### config.mk
export PLATFORM = sky130hd
export DESIGN_NAME = ula_arbiter
export DESIGN_NICKNAME = d
export VERILOG_FILES = /design/src/rtl/ula_pkg.sv /design/src/rtl/ula_rr_arbiter.sv /design/src/rtl/ula_arbiter.sv
export SDC_FILE = /design/constraint.sdc
export NUM_CORES = 1
export LEC_CHECK = 0
export ABC_AREA = 0
export ABC_CLOCK_PERIOD_IN_PS = 3460
export BUFFER_PORTS_ARGS = -buffer_cell sky130_fd_sc_hd__buf_4
export CAP_MARGIN = 20
export CORE_MARGIN = 1.5
export CORE_UTILIZATION = 25
export CTS_CLUSTER_DIAMETER = 30
export CTS_CLUSTER_SIZE = 20
export DETAILED_ROUTE_END_ITERATION = 12
export GPL_TIMING_DRIVEN = 0
export HOLD_SLACK_MARGIN = 0.03
export PLACE_DENSITY_LB_ADDON = 0.1
export SLEW_MARGIN = 20
export SYNTH_ARGS = -nofsm -noshare
export SYNTH_HDL_FRONTEND = slang
export SYNTH_SLANG_ARGS = --single-unit
### constraint.sdc
create_clock -name clk -period 3.46 [get_ports clk]
set_input_delay 0 -clock clk [delete_from_list [all_inputs] [get_ports clk]]
set_output_delay 0 -clock clk [all_outputs]
set_load 0.03 [all_outputs]
### src/rtl/ula_pkg.sv
// ula_pkg: shared definitions for the two-requester ALU arbiter.
//   - ALU-control codes (effective operation after aluOp/funct decode)
//   - MIPS funct and aluOp constants
//   - arbiter FSM state type
//   - decode_op(): aluOp/funct -> effective operation, used for overflow detection
package ula_pkg;

  typedef enum logic [2:0] {
    ALU_ADD = 3'd0,
    ALU_SUB = 3'd1,
    ALU_AND = 3'd2,
    ALU_OR  = 3'd3,
    ALU_SLL = 3'd4,
    ALU_SRL = 3'd5,
    ALU_SRA = 3'd6,
    ALU_SLT = 3'd7
  } alu_ctrl_e;

  localparam logic [5:0] FUNCT_SLL = 6'd0;
  localparam logic [5:0] FUNCT_SRL = 6'd2;
  localparam logic [5:0] FUNCT_SRA = 6'd3;
  localparam logic [5:0] FUNCT_ADD = 6'd32;
  localparam logic [5:0] FUNCT_SUB = 6'd34;
  localparam logic [5:0] FUNCT_AND = 6'd36;
  localparam logic [5:0] FUNCT_OR  = 6'd37;
  localparam logic [5:0] FUNCT_SLT = 6'd42;

  localparam logic [1:0] ALUOP_ADD   = 2'd0;
  localparam logic [1:0] ALUOP_AND   = 2'd1;
  localparam logic [1:0] ALUOP_FUNCT = 2'd2;
  localparam logic [1:0] ALUOP_ADD3  = 2'd3;

  typedef enum logic [1:0] {
    IDLE = 2'd0,
    EXEC = 2'd1,
    RESP = 2'd2
  } state_e;

  // Effective operation the external ALU performs for a given control pair.
  // Unknown funct codes fall back to ADD, matching the ALU's own default.
  function automatic alu_ctrl_e decode_op(input logic [1:0] aluop, input logic [5:0] funct);
    alu_ctrl_e op;
    op = ALU_ADD;
    case (aluop)
      ALUOP_ADD:  op = ALU_ADD;
      ALUOP_AND:  op = ALU_AND;
      ALUOP_FUNCT: begin
        case (funct)
          FUNCT_SLL: op = ALU_SLL;
          FUNCT_SRL: op = ALU_SRL;
          FUNCT_SRA: op = ALU_SRA;
          FUNCT_ADD: op = ALU_ADD;
          FUNCT_SUB: op = ALU_SUB;
          FUNCT_AND: op = ALU_AND;
          FUNCT_OR:  op = ALU_OR;
          FUNCT_SLT: op = ALU_SLT;
          default:   op = ALU_ADD;
        endcase
      end
      ALUOP_ADD3: op = ALU_ADD;
      default:    op = ALU_ADD;
    endcase
    return op;
  endfunction

endpackage

### src/rtl/ula_rr_arbiter.sv
// ula_rr_arbiter: combinational 2-way round-robin grant.
//   req      in  2  request lines
//   ptr      in  1  requester that wins when both request
//   grant    out 2  one-hot grant (zero when no request)
//   grant_id out 1  index of the granted requester (0 when no request)
module ula_rr_arbiter (
  input  logic [1:0] req,
  input  logic       ptr,
  output logic [1:0] grant,
  output logic       grant_id
);

  always_comb begin
    grant    = 2'b00;
    grant_id = 1'b0;
    if (req[0] && req[1]) begin
      grant_id = ptr;
      grant    = ptr ? 2'b10 : 2'b01;
    end else if (req[0]) begin
      grant_id = 1'b0;
      grant    = 2'b01;
    end else if (req[1]) begin
      grant_id = 1'b1;
      grant    = 2'b10;
    end
  end

endmodule

### src/rtl/ula_arbiter.sv
// ula_arbiter: shares one combinational ALU between two requesters.
//   req_valid/req_ready         per-requester request handshake (ready only in IDLE)
//   req_in1/in2/shamt/aluop/funct packed per-requester operation fields
//   alu_*                        registered operation to the ALU, nonzero only in EXEC
//   alu_result                   combinational ALU result, captured at end of EXEC
//   resp_valid/resp_ready        per-requester response handshake (one-hot valid)
//   resp_data/resp_ovf           captured result and signed ADD/SUB overflow
// Flow: IDLE (grant+accept) -> EXEC (ALU driven) -> RESP (hold until owner takes it).
module ula_arbiter
  import ula_pkg::*;
#(
  parameter int WIDTH   = 32,
  parameter int SHAMT_W = 5
) (
  input  logic                 clk,
  input  logic                 reset,
  input  logic [1:0]           req_valid,
  output logic [1:0]           req_ready,
  input  logic [2*WIDTH-1:0]   req_in1,
  input  logic [2*WIDTH-1:0]   req_in2,
  input  logic [2*SHAMT_W-1:0] req_shamt,
  input  logic [3:0]           req_aluop,
  input  logic [11:0]          req_funct,
  output logic [WIDTH-1:0]     alu_in1,
  output logic [WIDTH-1:0]     alu_in2,
  output logic [SHAMT_W-1:0]   alu_shamt,
  output logic [1:0]           alu_aluop,
  output logic [5:0]           alu_funct,
  input  logic [WIDTH-1:0]     alu_result,
  output logic [1:0]           resp_valid,
  input  logic [1:0]           resp_ready,
  output logic [WIDTH-1:0]     resp_data,
  output logic                 resp_ovf
);

  state_e state_reg;
  logic   ptr_reg;
  logic   id_reg;

  logic [1:0] grant;
  logic       grant_id;
  logic       accept;

  logic [WIDTH-1:0]   in1_arr   [2];
  logic [WIDTH-1:0]   in2_arr   [2];
  logic [SHAMT_W-1:0] shamt_arr [2];
  logic [1:0]         aluop_arr [2];
  logic [5:0]         funct_arr [2];

  alu_ctrl_e op;
  logic      ovf_next;

  for (genvar gi = 0; gi < 2; gi++) begin : g_unpack
    assign in1_arr[gi]   = req_in1[gi*WIDTH +: WIDTH];
    assign in2_arr[gi]   = req_in2[gi*WIDTH +: WIDTH];
    assign shamt_arr[gi] = req_shamt[gi*SHAMT_W +: SHAMT_W];
    assign aluop_arr[gi] = req_aluop[gi*2 +: 2];
    assign funct_arr[gi] = req_funct[gi*6 +: 6];
  end

  ula_rr_arbiter u_rr (
    .req      (req_valid),
    .ptr      (ptr_reg),
    .grant    (grant),
    .grant_id (grant_id)
  );

  // Ready is gated by reset so every output reads 0 while reset is held.
  assign req_ready = (state_reg == IDLE && !reset) ? grant : 2'b00;
  assign accept    = |(req_valid & req_ready);

  // The alu_* registers double as the captured operation, so overflow is
  // computed from them against the live ALU result during EXEC.
  always_comb begin
    op       = decode_op(alu_aluop, alu_funct);
    ovf_next = 1'b0;
    case (op)
      ALU_ADD: ovf_next = (alu_in1[WIDTH-1] == alu_in2[WIDTH-1]) &&
                          (alu_result[WIDTH-1] != alu_in1[WIDTH-1]);
      ALU_SUB: ovf_next = (alu_in1[WIDTH-1] != alu_in2[WIDTH-1]) &&
                          (alu_result[WIDTH-1] != alu_in1[WIDTH-1]);
      default: ovf_next = 1'b0;
    endcase
  end

  always_ff @(posedge clk or posedge reset) begin
    if (reset) begin
      state_reg  <= IDLE;
      ptr_reg    <= 1'b0;
      id_reg     <= 1'b0;
      alu_in1    <= '0;
      alu_in2    <= '0;
      alu_shamt  <= '0;
      alu_aluop  <= '0;
      alu_funct  <= '0;
      resp_valid <= 2'b00;
      resp_data  <= '0;
      resp_ovf   <= 1'b0;
    end else begin
      case (state_reg)
        IDLE: begin
          if (accept) begin
            id_reg    <= grant_id;
            alu_in1   <= in1_arr[grant_id];
            alu_in2   <= in2_arr[grant_id];
            alu_shamt <= shamt_arr[grant_id];
            alu_aluop <= aluop_arr[grant_id];
            alu_funct <= funct_arr[grant_id];
            state_reg <= EXEC;
          end
        end
        EXEC: begin
          resp_data  <= alu_result;
          resp_ovf   <= ovf_next;
          resp_valid <= id_reg ? 2'b10 : 2'b01;
          alu_in1    <= '0;
          alu_in2    <= '0;
          alu_shamt  <= '0;
          alu_aluop  <= '0;
          alu_funct  <= '0;
          state_reg  <= RESP;
        end
        RESP: begin
          // Only the owner's ready matters; the other requester is ignored.
          if (resp_ready[id_reg]) begin
            resp_valid <= 2'b00;
            resp_data  <= '0;
            resp_ovf   <= 1'b0;
            ptr_reg    <= ~id_reg;
            state_reg  <= IDLE;
          end
        end
        default: state_reg <= IDLE;
      endcase
    end
  end

endmodule

; After elaboration in Yosys (flattened, before gate mapping)
; Cells that the tools add are included.
; W data, S select, Z words.
[totals]
word_cells = 98
inputBits = 192
register_bits = 116
output_inout_bits = 114
[classes]
muxes = 47
eq_ne = 17
order_cmp = 2
reduce_logical = 18
bitwise_logic = 3
[ops]
columns = cell, n
row1 = $mux W32, 9
row2 = $pmux W32 S2, 3
row3 = $eq A6 B6 Y1 const B, 4
row4 = $mux W2, 12
row5 = $mux W6, 4
row6 = $pmux W3 S7, 1
row7 = $mux W5, 4
row8 = $eq A6 B2 Y1 const B, 2
row9 = $pmux W6 S2, 1
row10 = $pmux W5 S2, 1
row11 = $reduce_and A2 Y1, 5
row12 = $pmux W3 S3, 1
row13 = $pmux W2 S2, 2
row14 = $eq A2 B2 Y1 const B, 3
row15 = $logic_not A6 Y1, 1
row16 = $mux W1, 6
row17 = $pmux W2 S3, 1
row18 = $eq A2 B1 Y1 const B, 2
row19 = $logic_and A1 B1 Y1, 4
row20 = $logic_not A2 Y1, 2
row21 = $ne A2 B2 Y1 const B, 2
row22 = $pmux W1 S2, 2
row23 = $reduce_bool A2 Y1, 2
row24 = $reduce_or A2 Y1, 2
row25 = other kinds (10), 11

; Logic depth before layout (Yosys ltp)
; Gate-level depths: netlist (run 1).
[depth]
word_depth = 9
mapped_depth = 7
ltp_nobuf = 6

; Cells and area by module
; Synthesis (run 1) repeated with hierarchy kept, for this count alone.
[unflattened]
cells_unflattened = 473
area_unflattened_um2 = 5499.0
[modules_own_cells]
columns = mod, cells_per_inst, instances, area_each_um2, seq_area_each_um2
row1 = ula_arbiter, 469, 1, 5472.7, 2902.8
row2 = ula_rr_arbiter, 4, 1, 26.3, 0.0

; Least setup slack after synthesis (run 1)
; OpenSTA, ideal clock, no wires.
[synth_timing]
path_type = register to register
startpoint = register ptr_reg
endpoint = register id_reg
required_ns = 3.380
setup_ns = 0.080
path_buffers = 2
path_stages_with_launch = 6
synth_period_minus_slack_ns = 2.020
slack_ns = 1.440
arrival_ns = 1.941
path_cell_list = dfrtp_1 > o21ai_0 > buf_2 > buf_2 > nor4_1 > o21bai_1
[synth_via]
elab_chain_len = 6
elab_cells_between_ends = 7
classes_between = 4 x mux / 1 x bitwise / 2 x reduce/logical
[synth_lines]
columns = item, line_no
row1 = from (decl), ula_arbiter.sv:37  ; logic ptr_reg;
row2 = from (signal assigned), ula_arbiter.sv:129  ; ptr_reg <= ~id_reg;
row3 = $mux W2, ula_rr_arbiter.sv:18  ; grant = ptr ? 2'b10 : 2'b01;
row4 = $mux W2, ula_rr_arbiter.sv:16  ; if (req[0] && req[1]) begin
row5 = $mux W2, ula_arbiter.sv:69  ; assign req_ready = (state_reg == IDLE && !reset) ? grant : 2'b00;
row6 = named net req_ready[1], ula_arbiter.sv:18  ; output logic [1:0] req_ready,
row7 = $and A2 B2 Y2, ula_arbiter.sv:70  ; assign accept = |(req_valid & req_ready);
row8 = $reduce_or A2 Y1, ula_arbiter.sv:70
row9 = $reduce_and A2 Y1 (no source line), -
row10 = to (signal assigned), ula_arbiter.sv:103  ; id_reg <= grant_id;
row11 = to (decl), ula_arbiter.sv:38  ; logic id_reg;
; The timed path passes the listed nets, and every way through them passes these cells.
; A chain may end at the register's enable or synchronous reset.

; Final worst setup path (run 1)
[layout_timing]
startpoint = register ptr_reg
endpoint = register alu_shamt[4]
[layout_via]
elab_chain_len = 7
elab_cells_between_ends = 14
classes_between = 1 x eq/ne / 9 x mux / 2 x bitwise / 2 x reduce/logical
[layout_lines]
columns = item, line_no
row1 = $mux W2 or $mux W1 (tied branches), "ula_rr_arbiter.sv:18, ula_rr_arbiter.sv:16"
row2 = $mux W2 or $not A1 Y2 (tied branches), "ula_rr_arbiter.sv:16, ula_arbiter.sv:106"
row3 = $mux W2 or $mux W5 (tied branches), "ula_arbiter.sv:69, ula_arbiter.sv:106"
row4 = $and A2 B2 Y2 or $mux W5 (tied branches), "ula_arbiter.sv:70, ula_arbiter.sv:106"
row5 = $reduce_or A2 Y1 or $mux W5 (tied branches), "ula_arbiter.sv:70, ula_arbiter.sv:106"
row6 = $ne A2 B2 Y1 (no source line) or $mux W5 (tied branches), -
row7 = $reduce_and A2 Y1 (no source line) or $pmux W5 S2 (tied branches), -
row8 = to (signal assigned), ula_arbiter.sv:106  ; alu_shamt <= shamt_arr[grant_id];
row9 = to (decl), ula_arbiter.sv:26  ; output logic [SHAMT_W-1:0] alu_shamt,
; Several ways; a longest one is shown, not always the timed one. The select of a mux whose other input is x is not followed.

==> results of run 1 <==
[cell families (layout without fill, tap and decap cells)]
family,after synthesis,count (layout),synth area share [%]
compound gates,125,125,16.5
flops,116,116,54.8
simple gates,101,101,9.36
mux,78,78,14.8
buf+inv,48,570,4.06
fa+ha+maj,2,2,0.473
[Yosys cell counts (2+ instances only)]
cell type and count:
nand2b_1 3, ha_1 2, nor2_1 36, inv_1 6, nor3b_1 2, o21ai_0 49, dfrtp_1 116, buf_4 3
nand2_1 6, a211oi_1 34, a21oi_1 2, a22o_1 32, buf_1 4, buf_2 19, nor2b_1 2, mux2i_1 77
nand3_1 43, clkbuf_1 15
[cell usage in the layout, fill, tap and decap left out, types with 2 or more instances in the layout]
master and n:
clkbuf_1 17, nand3_1 43, ha_1 2, inv_1 5
bufinv_16 2, clkinv_2 5, a211oi_1 34, buf_4 308
buf_1 4, nor3b_1 2, clkbuf_16 17, dfrtp_1 116
nor2b_1 2, dlygate4sd3_1 186, mux2i_1 77, a22o_1 32
nand2b_1 3, clkinv_4 2, nand2_1 6, a21oi_1 2
buf_2 19, o21ai_0 49, nor2_1 36
[metal layers]
metal	global-route usage, %	up-vias
met5	0	-
met2	31.4	201
met3	4.63	18
met4	5.05	0
li1	-	2750
met1	20.4	2747
[layout make-up]
cell class / count / area (um2)
plain buffers: 41 / 189
clock buffers: 20 / 447
clock inverters: 10 / 110
fillers: 1926 / 10500
inverters: 7 / 31.3
multi-input cells: 306 / 2180
flip-flops and latches: 116 / 2900
well taps: 275 / 344
repair buffers: 492 / 4180
[worst paths after layout]
check,start,to
setup / recovery,ptr_reg,alu_shamt[4]
hold / removal,req_in2[63],alu_in2[31]
setup reg to reg,ptr_reg,alu_shamt[4]
hold reg to reg,resp_valid[1],resp_valid[1]
max in group asynchronous,reset,alu_in1[3]
min in group asynchronous,reset,resp_valid[0]
[worst min-delay path: cells and delay by family]
kind / cells / cell delay (ns)
buf+inv: 1 / 0.11
compound gates: 1 / 0.10
mux: 1 / 0.18
[power breakdown]
part           total (mW)  internal [mW]  switching, mW
Sequential           2.41           1.98          0.430
Clock                1.67           1.06          0.608
Combinational        4.20           1.74           2.46
Total                8.29           4.79           3.50
[through the flow]
| stage | utilization, % | worst slack [ns] | cell area (um2) |
|---|---|---|---|
| 3_5_place_dp | 38.1 | 1.48 | 7960 |
| 2_1_floorplan | - | 0.388 | 5290 |
| 3_3_place_gp | 38.0 | -1.12 | 7930 |
| 6_report | 49.7 | 1.14 | 10400 |
| 4_1_cts | 49.7 | 1.12 | 10400 |
| 5_1_grt | 49.7 | 0.989 | 10400 |
[what timing repair did]
action	in CTS	in global routing
buffers inserted	0	0
endpoints found under the setup margin	0	0
endpoints found under the hold margin	166	0
hold buffers	186	0
==> metrics.md, run 1 <==
| Metric | Value |
|---|---|
| Worst Path Class, Setup | reg2reg |
| Die width | between 100 and 150 um |
| Tot GR Track Use | between 10% and 20% |
| Initial DRC count | 87 |
| Longest Clk Path Bufs | 2 |
| Die area | between 20000 and 25000 um2 |
| Req. time, crit path | ~3.7 ns |
| Cells after Synth | 470 |
| Crit-path max cell delay | between 0.5 and 0.6 ns |
| WL met1 | about 7900 um |
| H-Tree Depth | 4 |
| Core area | 20900 um2 |
| Gates resized, CTS repair | 0 |
| Final std cells w/o fill | ~1300 |
| Uppermost layer routed | met4 |
| DP HPWL | roughly 14000 um |
| Worst slew margin | roughly 58% |
| Syn Area/Cell | about 11 um2 |
| Final Wtd Congestion | approximately 0.74 |
| Arrival time at the worst endpoint | ~2.6 ns |
| Clock skew | approximately 0.0079 ns |
| Period utilization | around two thirds |
| Via count | roughly 5700 |
| Worst skew pair latency | approximately 0.4 ns |
| Number of vias per cell | roughly 4.5 |
| Ys flop type | dfrtp_1 |
| Cells on worst reg2reg path | 7 |
| DRC | 0 |
| R2r setup slk | roughly 1.1 ns |
| Max IR drop VDD | between 0.0003 and 0.0004 V |
| Top flop regs | alu_in1 (32), alu_in2 (32), resp_data (32) |
| Min Hold Slack | around 0.037 ns |
| Hold Vio Cnt, Final | 0 |
| IO Pins | roughly 300 |
| CP bufs+invs | 4 |
| Clock transition at path regs | 0.05 ns |
| Nets@finish | 1175 |
| Fin. max-slew vios | 0 |
| Drt pass-1 iters | 6 |
| Hold Crit Depth | 3 |
| Final wirelength | a little under 20000 um |
| Synth top area share | between 50% and 60% |
| CP Capture Type | flip-flop |
| Largest net degree at the start of global routing | 61 |
| Clock sink count | ~120 |
| Share of cells above drive strength 1 | about 37% |
| Starting Density | approximately 25% |
| Synth area leader | dfrtp_1 |
| Final-report setup violation count | 0 |
| Metal2 WL | 9910 um |
| Crit path max fanout | 10 |
| Avg WL per Cell | roughly 15 um |
| Total power density per cell area | 798 nW/um2 |
| Post-synth EDFFs | 0 |
| Maxcap violations | 0 |
| Setup TNS | 0 ns |
| Fmax | between 0.4 and 0.5 GHz |
| Tot Pwr | between 8 and 9 mW |
| Die H | 149 um |
| CP max-delay cell | dlygate4sd3_1 |
| Grt total ovfl | 0 |
| Syn_nets | approximately 660 |
| Root buf cell | clkbuf_16 |
| Final min period | between 2 and 2.5 ns |
| CTS tree | built |
| Share of synthesized flip-flops with an asynchronous set or reset | between 90% and 100% |
| Leak Pwr | slightly above 5 nW |
| Yosys cell types | 37 |
| Seq cells post-synth | 116 |
| Synth area leaders | dfrtp_1, mux2i_1, a22o_1 |
| Synth Cell Area | roughly 5300 um2 |
| Met3 routed WL | 1300 um |
| DP Cell Count | between 1000 and 1500 |
| # diodes | 0 |
| YS warnings | 0 |
| CP Cell Sequence | o21ai_0, buf_2, buf_4, buf_4, mux2i_1, dlygate4sd3_1, o21ai_0 |
| RSZ-0062 raised after global routing | false |
| CTS Buf Count | 17 |
| Cell Rows | 53 |
| IO buf count | roughly 310 |
| Seq/Total Area, Yosys | 54.8% |
| P&R area growth vs syn | 96.1% |
| Status | finished, final reports clean |
| Initial antenna violation count | 0 |
| Worst Max-Slew Pin Slew | 0.630 ns |
| ANT nets after route | 0 |
| Critical path depth | 7 |
| First-pass GRT wire length | 30300 um |
| Vias in the first global route | 6126 |
| Startpoint Class | flip-flop |
| Delay-heaviest family, CP | buffers and inverters |
| Hold WC Path Type | in2reg |
Note: power is estimated with default switching activity, not from simulation.
==> run 2, diff against run 1 <==
--- a/config.mk
+++ b/config.mk
@@ -6,7 +6,7 @@
 export NUM_CORES = 1
 export LEC_CHECK = 0
 export ABC_AREA = 0
-export ABC_CLOCK_PERIOD_IN_PS = 3460
+export ABC_CLOCK_PERIOD_IN_PS = 2050
 export BUFFER_PORTS_ARGS = -buffer_cell sky130_fd_sc_hd__buf_4
 export CAP_MARGIN = 20
 export CORE_MARGIN = 1.5
==> constraint.sdc (replaced) <==
create_clock -name clk -period 2.05 [get_ports clk]
set_input_delay 0 -clock clk [delete_from_list [all_inputs] [get_ports clk]]
set_output_delay 0 -clock clk [all_outputs]
set_load 0.03 [all_outputs]
==> metrics.md, run 2 (same netlist as run 1, synthesis figures left out) <==
| Metric | Value |
|---|---|
| Total power density per cell area | 1320 nW/um2 (+66%) |
| Startpoint Class | flip-flop |
| First-pass GRT wire length | 31700 um (+4.3%) |
| Share of cells above drive strength 1 | 37.7% (+0.78 points) |
| CP bufs+invs | 2 (-2) |
| Initial antenna violation count | 0 (unchanged) |
| Largest net degree at the start of global routing | 32 (-48%) |
| Worst Max-Slew Pin Slew | 0.694 ns (+0.0636 ns) |
| Vias in the first global route | 6092 (-0.56%) |
| Status | finished, final reports clean |
| Drt pass-1 iters | 4 (-2) |
| CP max-delay cell | dfrtp_1 |
| Root buf cell | clkbuf_16 |
| Starting Density | 25.3% (unchanged) |
| Avg WL per Cell | 16.0 um (+4.8%) |
| ANT nets after route | 0 (unchanged) |
| P&R area growth vs syn | 97.4% |
| DRC | 0 (unchanged) |
| Min Hold Slack | 0.0437 ns (+0.00623 ns) |
| Clock skew | 0.00884 ns (+0.000913 ns) |
| CTS Buf Count | 17 (unchanged) |
| Worst Path Class, Setup | reg2reg |
| Fmax | 0.541 GHz (+25%) |
| Leak Pwr | 5.14 nW (+0.54%) |
| Crit path max fanout | 10 (unchanged) |
| Hold Vio Cnt, Final | 0 (unchanged) |
| Crit-path max cell delay | 0.44 ns (-0.13 ns) |
| Most frequent cells in the layout | buf_4, dlygate4sd3_1, dfrtp_1, mux2i_1, o21ai_0 |
| RSZ-0062 raised after global routing | false |
| Arrival time at the worst endpoint | 2.12 ns (-0.47 ns) |
| Initial DRC count | 167 (+92%) |
| Final wirelength | 20400 um (+5.3%) |
| DP HPWL | 14000 um (+0.97%) |
| Grt total ovfl | 0 (unchanged) |
| Maxcap violations | 0 (unchanged) |
| Die width | 149 um (unchanged) |
| IO Pins | 306 (unchanged) |
| Final Wtd Congestion | 0.763 (+3.7%) |
| Longest Clk Path Bufs | 2 (unchanged) |
| CP Cell Sequence | nor3_1, o21ai_2, buf_2, buf_1, nand3_1, o21ai_0 |
| Delay-heaviest family, CP | buffers and inverters |
| Fin. max-slew vios | 0 (unchanged) |
| Top flop regs | alu_in1 (32), alu_in2 (32), resp_data (32) |
| Nets@finish | 1179 (+0.34%) |
| Final-report setup violation count | 0 (unchanged) |
| H-Tree Depth | 4 (unchanged) |
| Max IR drop VDD | 0.000496 V (+43%) |
| IO buf count | 305 (unchanged) |
| Final min period | 1.85 ns (-0.471 ns) |
| CTS tree | built |
| Via count | 5724 (+0.14%) |
| Worst skew pair latency | 0.41 ns (about the same) |
| Worst slew margin | 53.7% (-4.1 points) |
| Cell Rows | 53 (unchanged) |
| Clock transition at path regs | 0.06 ns (about the same) |
| Core area | 20900 um2 (unchanged) |
| CP Capture Type | flip-flop |
| Period utilization | 90.1% (+23 points) |
| Clock sink count | 116 (unchanged) |
| Postcts setup bufs | 0 (unchanged) |
| Die area | 22100 um2 (unchanged) |
| DP Area | 7990 um2 (+0.39%) |
| Post-route cell area | 10400 um2 (+0.68%) |
| Req. time, crit path | 2.33 ns (-1.40 ns) |
| # diodes | 0 (unchanged) |
| Tot GR Track Use | 18.5% (+0.94 points) |
| Die H | 149 um (unchanged) |
| Hold WC Path Type | in2reg |
| Leading cell type in the layout, fill and taps excluded | buf_4 |
| Number of vias per cell | 4.50 (-0.33%) |
-- run 2: what timing repair did --
action,in CTS,in global routing
hold buffers,188,0
endpoints found under the hold margin,138,0
gates resized for setup,1,8
setup endpoints to repair,2,12
pin swaps,0,0
-- run 2: worst reg2reg max path: stages, from the launching register on --
cell,delay [ns]
dfrtp_1,0.44
nor3_1,0.30
o21ai_2,0.20
buf_2,0.24
buf_1,0.27
nand3_1,0.16
o21ai_0,0.10
-- run 2: per-layer routing --
metal | routed length, um | up-vias | track usage (%)
met3 | 1470 | 25 | 5.31
met2 | 10100 | 236 | 32.3
met5 | 0 | - | 0
met4 | 308 | 0 | 5.79
li1 | - | 2764 | -
met1 | 8480 | 2699 | 21.8
-- run 2: through the flow --
step,cells,setup TNS [ns],worst slack (ns),power [mW],util (%)
floorplan,470,0,0.0295,7.98,-
global placement,1050,-26.42,-0.235,10.7,38.0
detailed placement,1053,0,0.0381,10.8,38.3
CTS,1273,0,0.00818,14.0,50.0
global route,1273,0,0.00982,14.7,50.0
finish,1273,0,0.203,13.8,50.0
-- run 2: power by group --
part           switching [mW]  internal (mW)
registers               0.712           3.34
clock network            1.15           1.68
logic                    4.14           2.81
total                    6.00           7.83
-- run 2: area by class of cell --
class                   instances  area [um2]
fillers                      1868       10400
clock buffers                  18         429
multi-input cells             306        2190
repair buffers                496        4230
clock inverters                14         130
inverters                       7        30.0
flip-flops and latches        116        2900
well taps                     275         344
plain buffers                  41         195
-- run 2: path summary, 6_finish.rpt --
path	slack (ns)	depth (start not counted)	from	end
worst min register to register	0.48	2	resp_valid[1]	resp_valid[1]
min in group asynchronous	0.29	3	reset	resp_data[6]
worst max register to register	0.20	6	state_reg[1]	alu_in2[17]
worst max-delay path	0.20	6	state_reg[1]	alu_in2[17]
worst min-delay path	0.04	3	req_aluop[3]	alu_aluop[1]
max in group asynchronous	0.95	5	reset	alu_in1[14]
